$ cat config.mk
export PLATFORM = sky130hd
export DESIGN_NAME = gbe_tx_arbiter
export DESIGN_NICKNAME = d
export VERILOG_FILES = /design/src/rtl/gbe_tx_arbiter.sv
export SDC_FILE = /design/constraint.sdc
export NUM_CORES = 1
export LEC_CHECK = 0
export BUFFER_PORTS_ARGS = -buffer_cell sky130_fd_sc_hd__buf_2
export CAP_MARGIN = 20
export CORE_AREA = 3 3 139 141
export CTS_CLUSTER_DIAMETER = 50
export DETAILED_ROUTE_END_ITERATION = 8
export DIE_AREA = 0 0 142 144
export PLACE_DENSITY = 0.73
export SETUP_SLACK_MARGIN = 0.4
export SLEW_MARGIN = 20
export SYNTH_ARGS = -nofsm -noshare
export SYNTH_HDL_FRONTEND = slang
export SYNTH_SLANG_ARGS = --single-unit
$ cat constraint.sdc
create_clock -name app_clk -period 9.1 [get_ports app_clk]
set_clock_uncertainty 0.2 [all_clocks]
set_input_delay 0.455 -clock app_clk [delete_from_list [all_inputs] [get_ports app_clk]]
set_output_delay 0.455 -clock app_clk [all_outputs]
set_load 0.05 [all_outputs]
$ cat src/rtl/gbe_tx_arbiter.sv
// gbe_tx_arbiter: round-robin, frame-granular arbiter sharing the gbe_udp
// application TX port between NUM_SRC sources. Forwards the granted source's
// byte stream with one register stage, truncates oversize frames and drains
// their tails, and inserts a fixed idle gap between frames.
module gbe_tx_arbiter #(
    parameter int unsigned NUM_SRC         = 4,
    parameter int unsigned MAX_FRAME_BYTES = 1472,
    parameter int unsigned GAP_CYCLES      = 2
) (
    input  logic                    app_clk,
    input  logic                    app_rst,
    input  logic                    arb_enable,
    input  logic [NUM_SRC-1:0]      src_req,
    input  logic [8*NUM_SRC-1:0]    src_data,
    input  logic [NUM_SRC-1:0]      src_dvld,
    input  logic [NUM_SRC-1:0]      src_eof,
    input  logic [32*NUM_SRC-1:0]   src_destip,
    input  logic [16*NUM_SRC-1:0]   src_destport,
    output logic [NUM_SRC-1:0]      src_gnt,
    output logic [NUM_SRC-1:0]      src_afull,
    output logic [7:0]              app_tx_data,
    output logic                    app_tx_dvld,
    output logic                    app_tx_eof,
    output logic [31:0]             app_tx_destip,
    output logic [15:0]             app_tx_destport,
    input  logic                    app_tx_afull,
    output logic [31:0]             frames_sent,
    output logic [15:0]             trunc_count,
    output logic                    busy
);

    localparam int unsigned SEL_W = (NUM_SRC > 1) ? $clog2(NUM_SRC) : 1;
    localparam int unsigned CNT_W = 12;
    localparam int unsigned GAP_W = 4;

    typedef enum logic [1:0] {
        ST_IDLE   = 2'd0,
        ST_ACTIVE = 2'd1,
        ST_DRAIN  = 2'd2,
        ST_GAP    = 2'd3
    } state_e;

    state_e               state_q, state_d;
    logic [SEL_W-1:0]     ptr_q, ptr_d;
    logic [SEL_W-1:0]     sel_q, sel_d;
    logic [NUM_SRC-1:0]   gnt_q, gnt_d;
    logic [7:0]           data_q, data_d;
    logic                 dvld_q, dvld_d;
    logic                 eof_q, eof_d;
    logic [31:0]          destip_q, destip_d;
    logic [15:0]          destport_q, destport_d;
    logic [CNT_W-1:0]     cnt_q, cnt_d;
    logic [GAP_W-1:0]     gap_q, gap_d;
    logic [31:0]          frames_q, frames_d;
    logic [15:0]          trunc_q, trunc_d;
    logic                 busy_q, busy_d;

    logic                 win_found;
    logic [SEL_W-1:0]     win_idx;
    logic [7:0]           cur_data;
    logic                 cur_dvld;
    logic                 cur_eof;
    logic [CNT_W-1:0]     cnt_nxt;

    assign cur_data = src_data[{sel_q, 3'b000} +: 8];
    assign cur_dvld = src_dvld[sel_q];
    assign cur_eof  = src_eof[sel_q];
    assign cnt_nxt  = cnt_q + CNT_W'(1);

    // Round-robin search: first requester strictly after the pointer, wrapping.
    always_comb begin : rr_search
        int unsigned cand;
        win_found = 1'b0;
        win_idx   = '0;
        cand      = 0;
        for (int unsigned k = 1; k <= NUM_SRC; k++) begin
            cand = 32'(ptr_q) + k;
            if (cand >= NUM_SRC) begin
                cand = cand - NUM_SRC;
            end
            if (!win_found && src_req[SEL_W'(cand)]) begin
                win_found = 1'b1;
                win_idx   = SEL_W'(cand);
            end
        end
    end

    // Next-state and registered-output logic for the grant/forward/drain/gap FSM.
    always_comb begin
        state_d    = state_q;
        ptr_d      = ptr_q;
        sel_d      = sel_q;
        gnt_d      = gnt_q;
        data_d     = data_q;
        dvld_d     = 1'b0;
        eof_d      = 1'b0;
        destip_d   = destip_q;
        destport_d = destport_q;
        cnt_d      = cnt_q;
        gap_d      = gap_q;
        frames_d   = frames_q;
        trunc_d    = trunc_q;

        unique case (state_q)
            ST_IDLE: begin
                if (arb_enable && win_found) begin
                    state_d    = ST_ACTIVE;
                    ptr_d      = win_idx;
                    sel_d      = win_idx;
                    gnt_d      = NUM_SRC'(1) << win_idx;
                    destip_d   = src_destip[{win_idx, 5'b00000} +: 32];
                    destport_d = src_destport[{win_idx, 4'b0000} +: 16];
                    cnt_d      = '0;
                end
            end
            ST_ACTIVE: begin
                if (cur_dvld) begin
                    data_d = cur_data;
                    dvld_d = 1'b1;
                    cnt_d  = cnt_nxt;
                    if (cur_eof) begin
                        eof_d    = 1'b1;
                        frames_d = frames_q + 32'd1;
                        gnt_d    = '0;
                        gap_d    = '0;
                        state_d  = ST_GAP;
                    end else if (cnt_nxt == CNT_W'(MAX_FRAME_BYTES)) begin
                        // Oversize frame: close it here, discard the tail in DRAIN.
                        eof_d    = 1'b1;
                        frames_d = frames_q + 32'd1;
                        if (trunc_q != 16'hFFFF) begin
                            trunc_d = trunc_q + 16'd1;
                        end
                        state_d  = ST_DRAIN;
                    end
                end
            end
            ST_DRAIN: begin
                if (cur_dvld && cur_eof) begin
                    gnt_d   = '0;
                    gap_d   = '0;
                    state_d = ST_GAP;
                end
            end
            ST_GAP: begin
                if (gap_q == GAP_W'(GAP_CYCLES - 1)) begin
                    state_d = ST_IDLE;
                end else begin
                    gap_d = gap_q + GAP_W'(1);
                end
            end
            default: begin
                state_d = ST_IDLE;
                gnt_d   = '0;
            end
        endcase

        busy_d = (state_d != ST_IDLE);
    end

    // State and output registers; async reset clears everything, pointer primed so source 0 wins first.
    always_ff @(posedge app_clk or posedge app_rst) begin
        if (app_rst) begin
            state_q    <= ST_IDLE;
            ptr_q      <= SEL_W'(NUM_SRC - 1);
            sel_q      <= '0;
            gnt_q      <= '0;
            data_q     <= '0;
            dvld_q     <= 1'b0;
            eof_q      <= 1'b0;
            destip_q   <= '0;
            destport_q <= '0;
            cnt_q      <= '0;
            gap_q      <= '0;
            frames_q   <= '0;
            trunc_q    <= '0;
            busy_q     <= 1'b0;
        end else begin
            state_q    <= state_d;
            ptr_q      <= ptr_d;
            sel_q      <= sel_d;
            gnt_q      <= gnt_d;
            data_q     <= data_d;
            dvld_q     <= dvld_d;
            eof_q      <= eof_d;
            destip_q   <= destip_d;
            destport_q <= destport_d;
            cnt_q      <= cnt_d;
            gap_q      <= gap_d;
            frames_q   <= frames_d;
            trunc_q    <= trunc_d;
            busy_q     <= busy_d;
        end
    end

    // Back-pressure: ungranted sources always held off; a draining source is never held off.
    always_comb begin
        src_afull = ~gnt_q | {NUM_SRC{app_tx_afull && (state_q != ST_DRAIN)}};
    end

    assign src_gnt         = gnt_q;
    assign app_tx_data     = data_q;
    assign app_tx_dvld     = dvld_q;
    assign app_tx_eof      = eof_q;
    assign app_tx_destip   = destip_q;
    assign app_tx_destport = destport_q;
    assign frames_sent     = frames_q;
    assign trunc_count     = trunc_q;
    assign busy            = busy_q;

endmodule

==> flow_metrics.tcl, run 1 <==
set metrics [dict create \
    grt_pass1_vias 7042 \
    ys_ff_latch 133 \
    wire_per_inst_um 17.9 \
    slowest_stage "dfrtp_1" \
    die_area_mm2 0.0204 \
    drive_gt1_frac 0.367 \
    multi_input_area_mm2 0.00409 \
    syn_nets 1070 \
    min_path_type "in2reg" \
    yosysTopAreaCell "dfrtp_1" \
    grt_max_degree 82 \
    criticalPathCategory "reg2reg" \
    ys.flop_type "dfrtp_1" \
    max_slew_margin 0.310 \
    netlist_instances 819 \
    io_buffers 354 \
    vias 7557 \
    worstSkewPairLatency_ns 0.42 \
    num_rows 49 \
    synth_cell_types 50 \
    crit_chain "mux4_2, nand2_1, inv_1, a32oi_2, buf_6, a211oi_1, or2_2" \
    ys_top_cells_by_area "dfrtp_1, nand2_1, a311oi_1" \
    tightest_slew_ns 1.04 \
    r2r_slack_ns 5.74 \
    dp_hpwl_mm 18.6 \
    drc_errors 0 \
    cts_tree "built" \
    grt_pass1_wl_mm 37.7 \
    coreArea_mm2 0.0181 \
    place_area_mm2 0.00959 \
    clk_pin_slew_worst_paths_ns 0.06 \
    finalNetCount 1396 \
    htreeDepth 4 \
    hp-start "src_destip[111]" \
    cts_max_path_buffers 2 \
    globalplace.congestion 0.839 \
    die_w_um 142 \
    async_reset_ff_frac 1.00 \
    drt_first_pass_iters 5 \
    syn_to_final_growth_pct 33.8 \
    antenna_found_initial 0 \
    hold_end "app_tx_destip[15]$_DFFE_PP0P_" \
    slowest_delay_ns 0.73 \
    cts.sinks 133 \
    syn_avg_cell_area_um2 9.37 \
    dp_cells 1353 \
    yosysTopAreaCellShare 0.427 \
    cp_data_required_time_ns 9.19 \
    ios 355 \
    antenna_left 0 \
    die_h_um 144 \
    synth_edf_count 0 \
    grt-ovfl-total 0 \
    postCtsSetupBuffers 0 \
    final_cell_count_no_fill 1386 \
    crit_family "flip-flops" \
    clockRootBuffer "clkbuf_16" \
    grt_usage 0.232 \
    maxClockFrequency_ghz 0.298 \
    crit_buf_inv 2 \
    synthTopCellsByCount "nand2_1, dfrtp_1, a21o_1, a211oi_1, a311oi_1" \
    rr_worst_depth 7 \
    dr.first_iter.drc_count 371 \
    period_needed_ns 3.36 \
    final_area_mm2 0.0103 \
    synth_seq_area_share 0.434 \
    arrival_ns 3.45 \
    rsz0062_at_grt "no" \
    syn_area_mm2 0.00767 \
    peakVddDrop_v 0.000216 \
    yosys.cell_count.top_type "nand2_1" \
    end_kind "flop" \
    synth_warnings 0 \
    crit_path_max_fanout 12 \
    maxSlewViolCount 0 \
    initial_core_util 0.424 \
    setup_tns_ns 0 \
    hold_viol 0 \
    hold-path-cell-count 4 \
    power.leakage_nw 5.39 \
    cts_resized 0 \
    insertedDiodeCount 0 \
    finalSetupViolCount 0 \
    r2r_start "sel_q[0]$_DFFE_PP0P_" \
    final-seq-area_mm2 0.00333 \
    routed_via_density 5.45 \
    drt_wl_total_mm 24.8 \
    powerDensity_mw_per_mm2 316 \
    cts_buffers 17 \
    fillers 1624 \
    maxCapViolCount 0 \
    hold_ws_ns 0.247 \
    status "completed" \
    fin_crit_sh 0.369 \
    final_core_util 0.568 \
    reg2reg_to "busy$_DFF_PP0_" \
    start_kind "flop" \
]
-- registers in the layout (all words and copies together) (netlist names) --
register / flops
trunc_count: 16
app_tx_destip: 32
gap_q: 4
frames_sent: 32
app_tx_destport: 16
app_tx_data: 8
app_tx_dvld: 1
busy: 1
cnt_q: 12
src_gnt: 4
state_q: 2
sel_q: 2
ptr_q: 2
app_tx_eof: 1
-- how the worst max path moves through the flow --
stage / start / endpoint / slack [ns] / cells after the start
3_3_place_gp: sel_q[0]$_DFFE_PP0P_ / busy$_DFF_PP0_ / 5.63 / 6
2_1_floorplan: app_rst / app_tx_data[0]$_DFFE_PP0P_ / 4.89 / 1
5_1_grt: sel_q[0]$_DFFE_PP0P_ / busy$_DFF_PP0_ / 5.54 / 7
6_report: sel_q[0]$_DFFE_PP0P_ / busy$_DFF_PP0_ / 5.74 / 7
4_1_cts: sel_q[0]$_DFFE_PP0P_ / busy$_DFF_PP0_ / 5.45 / 6
3_5_place_dp: sel_q[0]$_DFFE_PP0P_ / busy$_DFF_PP0_ / 5.50 / 6
-- power by group --
group	leakage [nW]	internal [mW]	switching, mW
combinational	3.38	0.468	1.12
sequential	1.70	0.761	0.137
clock	0.311	0.489	0.271
-- worst min-delay path: cells and delay by family --
kind	cells	cell delay [ns]
AND/OR/NAND/NOR	1	0.04
buffers and inverters	1	0.09
AO/OA/AOI/OAI	2	0.23
-- cell usage in the layout (no fill, tap or decap), types with 3 or more instances in the layout --
cell,instances
a311oi_1,48
ha_1,11
xor2_1,41
nand2_1,146
and3_1,7
a211oi_1,49
nor3_1,22
nor2_1,35
mux2_2,10
dfrtp_1,131
and2_0,3
buf_2,354
buf_4,4
nor3b_1,5
or4_1,3
or3_1,3
a31oi_1,3
nand2b_1,5
o31ai_1,4
inv_1,17
nand3_1,22
bufinv_16,5
and4_1,3
nor2b_1,4
o21ai_0,23
clkbuf_16,17
o41ai_1,5
inv_6,5
and2_1,47
a21o_1,50
xnor2_1,10
nand4_1,6
a21oi_1,13
mux4_2,10
nor4_1,6
-- layout make-up --
class                   instances  share of cell area
repair buffers                361               0.179
clock inverters                14              0.0217
clock buffers                  17              0.0414
well taps                     229              0.0279
multi-input cells             613               0.398
inverters                      19             0.00744
flip-flops and latches        133               0.324
-- repair_timing --
item,CTS,global route
hold buffers,1,0
endpoints found under the hold margin,53,0
setup endpoints to repair,0,0
-- per-layer routing --
metal / GRT usage / part of all wire / vias to the layer above
met5: 0 / 0 / -
met1: 0.312 / 0.42 / 3665
li1: - / - / 3601
met2: 0.376 / 0.51 / 255
met4: 0.0652 / 0.019 / 0
met3: 0.0556 / 0.055 / 36
-- metrics by stage --
step | power, mW | worst slack, ns
5_1_grt | 3.43 | 5.54
3_3_place_gp | 2.47 | 5.63
4_1_cts | 3.27 | 5.45
2_1_floorplan | 2.08 | 4.89
3_5_place_dp | 2.50 | 5.50
6_report | 3.25 | 5.74
-- cells by family after synthesis --
logic type,Yosys count,share of synthesized area
AND/OR/NAND/NOR,325,0.208
AO/OA/AOI/OAI,205,0.198
flip-flops,133,0.434
buffers and inverters,73,0.0377
XOR/XNOR,51,0.0582
multiplexers,21,0.0453
adder cells (fa/ha/maj),11,0.0179
(Power assumes the default switching activity.)
==> inputs of run 2 (changes only) <==
ABC_AREA = 1   (was default)
CORE_AREA = default   (was 3 3 139 141)
CORE_ASPECT_RATIO = 1.2   (was default)
CORE_MARGIN = 3   (was default)
CORE_UTILIZATION = 50   (was default)
DIE_AREA = default   (was 0 0 142 144)
PLACE_DENSITY = 0.81   (was 0.73)
clock period = 3.5 ns   (was 9.1 ns; I/O delays follow)
==> run 2 against run 1 <==
The flow now finishes with violations (hold timing). Hold slack worse by 0.25 ns. Register-to-register slack worse by 5.1 ns. Global-route usage is 13 points higher. Critical endpoint is now app_tx_destip[10]$_DFFE_PP0P_. Largest power group unchanged.
==> flow_metrics.tcl, run 2 <==
set metrics [dict create \
    io_buffers 354 \
    yosysTopAreaCell "dfrtp_1" \
    cts_tree "built" \
    cts_max_path_buffers 2 \
    dr.first_iter.drc_count 1121 \
    async_reset_ff_frac 1.00 \
    p_sw_mw 7.23 \
    syn_avg_cell_area_um2 6.41 \
    final_cell_mix "nand2_1, buf_2, dlygate4sd3_1" \
    cts_buffers 17 \
    power.leakage_nw 7.62 \
    final_common_cell "nand2_1" \
    max_slew_margin 0.468 \
    coreArea_mm2 0.0182 \
    p_comb_frac 0.689 \
    critical_path.most_common_cell "nand2_1" \
    criticalPathCategory "reg2reg" \
    clkPwrFrac 0.126 \
    syn_nets 1707 \
    fin_ws_ns 0.593 \
    finalSetupViolCount 0 \
    crit_chain "inv_2, nand2_1, nand2_1, nand2_1, nand2_2, nor2_8, nand2_2, nand3_1, nand2_1, nand2_2, buf_4, nand2_1, nand2_1, nand2_1, nand2_1" \
    routed_via_density 5.52 \
    synth_seq_area_share 0.357 \
    fin_crit_sh 0.831 \
    htreeDepth 4 \
    min_path_type "in2reg" \
    netlist_instances 1456 \
    peakVddDrop_v 0.00111 \
    crit_path_max_fanout 51 \
    pre_cts_ws_ns 0.616 \
    clk_pin_slew_worst_paths_ns 0.06 \
    synth_warnings 0 \
    antenna_left 0 \
    drc_errors 0 \
    crit_buf_inv 2 \
    hold_ws_ns -0.00188 \
    wire_per_inst_um 16.8 \
    maxSlewViolCount 0 \
    globalplace.congestion 0.927 \
    clockRootBuffer "clkbuf_16" \
    ys.flop_type "dfrtp_1" \
    cp_data_required_time_ns 3.65 \
    maxCapViolCount 0 \
    yosys.cell_count.top_type "nand2_1" \
    grt_usage 0.360 \
    syn_to_final_growth_pct 46.3 \
    status "finished, violations left" \
    r2r_start "ptr_q[0]$_DFFE_PP1P_" \
    drive_gt1_frac 0.223 \
    powerDensity_mw_per_mm2 915 \
    die_w_um 131 \
    synthTopCellsByCount "nand2_1, nand3_1, dfrtp_1, nor2_1, inv_1" \
    seqPwrFrac 0.185 \
    yosysTopAreaCellShare 0.351 \
    finalNetCount 2224 \
    end_kind "flop" \
    cts.sinks 133 \
    antenna_found_initial 4 \
    ys_top_cells_by_area "dfrtp_1, nand2_1, nand3_1" \
    hp-start "src_destport[24]" \
    syn_area_mm2 0.00934 \
    cp.depth 15 \
    internal-power_mw 5.28 \
    slowest_stage "dfstp_2" \
    grt_pass1_vias 12035 \
    grt-ovfl-total 0 \
    die_h_um 156 \
    reg2reg_to "app_tx_destip[10]$_DFFE_PP0P_" \
    crit_family "simple AND/OR/NAND/NOR gates" \
    synth_edf_count 0 \
    worstSkewPairLatency_ns 0.42 \
    r2r_slack_ns 0.59 \
    die_area_mm2 0.0204 \
    period_needed_ns 2.91 \
    start_kind "flop" \
    finalPower_mw 12.5 \
    hold_viol 1 \
    grt_max_degree 97 \
    rr_worst_depth 15 \
    ys_ff_latch 133 \
    swShare 0.578 \
    synth_cell_types 37 \
    ios 355 \
    slowest_delay_ns 0.68 \
    dp_hpwl_mm 21.8 \
    rsz0062_at_grt "no" \
    drt_first_pass_iters 7 \
    tightest_slew_ns 0.796 \
    maxClockFrequency_ghz 0.344 \
    drt_wl_total_mm 37.2 \
    cp-startpoint "ptr_q[0]$_DFFE_PP1P_" \
    grt_pass1_wl_mm 59.2 \
    setup_tns_ns 0 \
    arrival_ns 3.06 \
    vias 12197 \
    violations "hold timing" \
    initial_core_util 0.512 \
    hold_end "app_tx_destport[8]$_DFFE_PP0P_" \
    hold-path-cell-count 7 \
    num_rows 54 \
]
## run 2: timing repair
item | 4_1_cts | 5_1_grt
buffers inserted | 0 | 3
hold buffers | 197 | 0
endpoints found under the setup margin | 0 | 28
gates resized for setup | 0 | 3
hold endpoints to repair | 92 | 0
## run 2: worst max-delay path by stage
stage / to
global route: frames_sent[17]$_DFFE_PP0P_
floorplan: frames_sent[18]$_DFFE_PP0P_
detailed placement: app_tx_destip[13]$_DFFE_PP0P_
CTS: app_tx_destip[13]$_DFFE_PP0P_
finish: app_tx_destip[10]$_DFFE_PP0P_
global placement: app_tx_destip[13]$_DFFE_PP0P_
## run 2: cell families (layout without fill, tap and decap cells)
| family | count (synthesis) | count (layout) | share of synthesized area |
|---|---|---|---|
| adders and majority gates | 11 | 11 | 0.0147 |
| AOI/OAI and AO/OA | 68 | 68 | 0.0427 |
| buffers and inverters | 146 | 674 | 0.0762 |
| muxes | 1 | 1 | 0.00107 |
| xor gates and xnor gates | 39 | 39 | 0.0366 |
| and+or+nand+nor | 1058 | 1058 | 0.472 |
| other | 0 | 3 | 0 |
| DFF | 133 | 133 | 0.357 |
## run 2: worst register-to-register path, cell delays in order (launching register included)
cell,delay (ns)
dfstp_2,0.68
inv_2,0.13
nand2_1,0.11
nand2_1,0.11
nand2_1,0.09
nand2_2,0.09
nor2_8,0.16
nand2_2,0.07
nand3_1,0.06
nand2_1,0.06
nand2_2,0.08
buf_4,0.51
nand2_1,0.19
nand2_1,0.10
nand2_1,0.07
nand2_1,0.13
## run 2: area by class of cell
type / instances / area [um2]
Multi-Input combinational cell: 1177 / 5310
Fill cell: 1344 / 4580
Timing Repair Buffer: 570 / 3940
Sequential cell: 133 / 3330
Clock buffer: 18 / 429
Inverter: 74 / 284
Tap cell: 224 / 280
Clock inverter: 12 / 86.3
Antenna cell: 3 / 7.51
## run 2: per-layer routing
metal | GRT usage | vias to the layer above | wire, um
li1 | - | 5635 | -
met1 | 0.430 | 5481 | 13900
met2 | 0.573 | 837 | 17200
met3 | 0.103 | 240 | 3710
met4 | 0.213 | 4 | 2260
met5 | 0.00245 | - | 18
## run 2: stage by stage
stage,hold WS (ns),util,cell area (um2),instances
after floorplan,0.221,-,9340,1456
after global placement,0.152,0.611,11100,1978
after detailed placement,0.158,0.611,11100,1978
after CTS,0.000183,0.747,13600,2205
after global routing,0.0307,0.749,13700,2210
final,-0.00188,0.749,13700,2211
## run 2: power groups by stage
stage | clock network [mW] | logic (mW) | registers [mW]
after floorplan | 0 | 5.31 | 3.38
after global placement | 0 | 7.69 | 2.29
after detailed placement | 0 | 7.79 | 2.30
after CTS | 1.60 | 8.06 | 2.29
after global routing | 1.67 | 9.40 | 2.35
final | 1.58 | 8.61 | 2.31
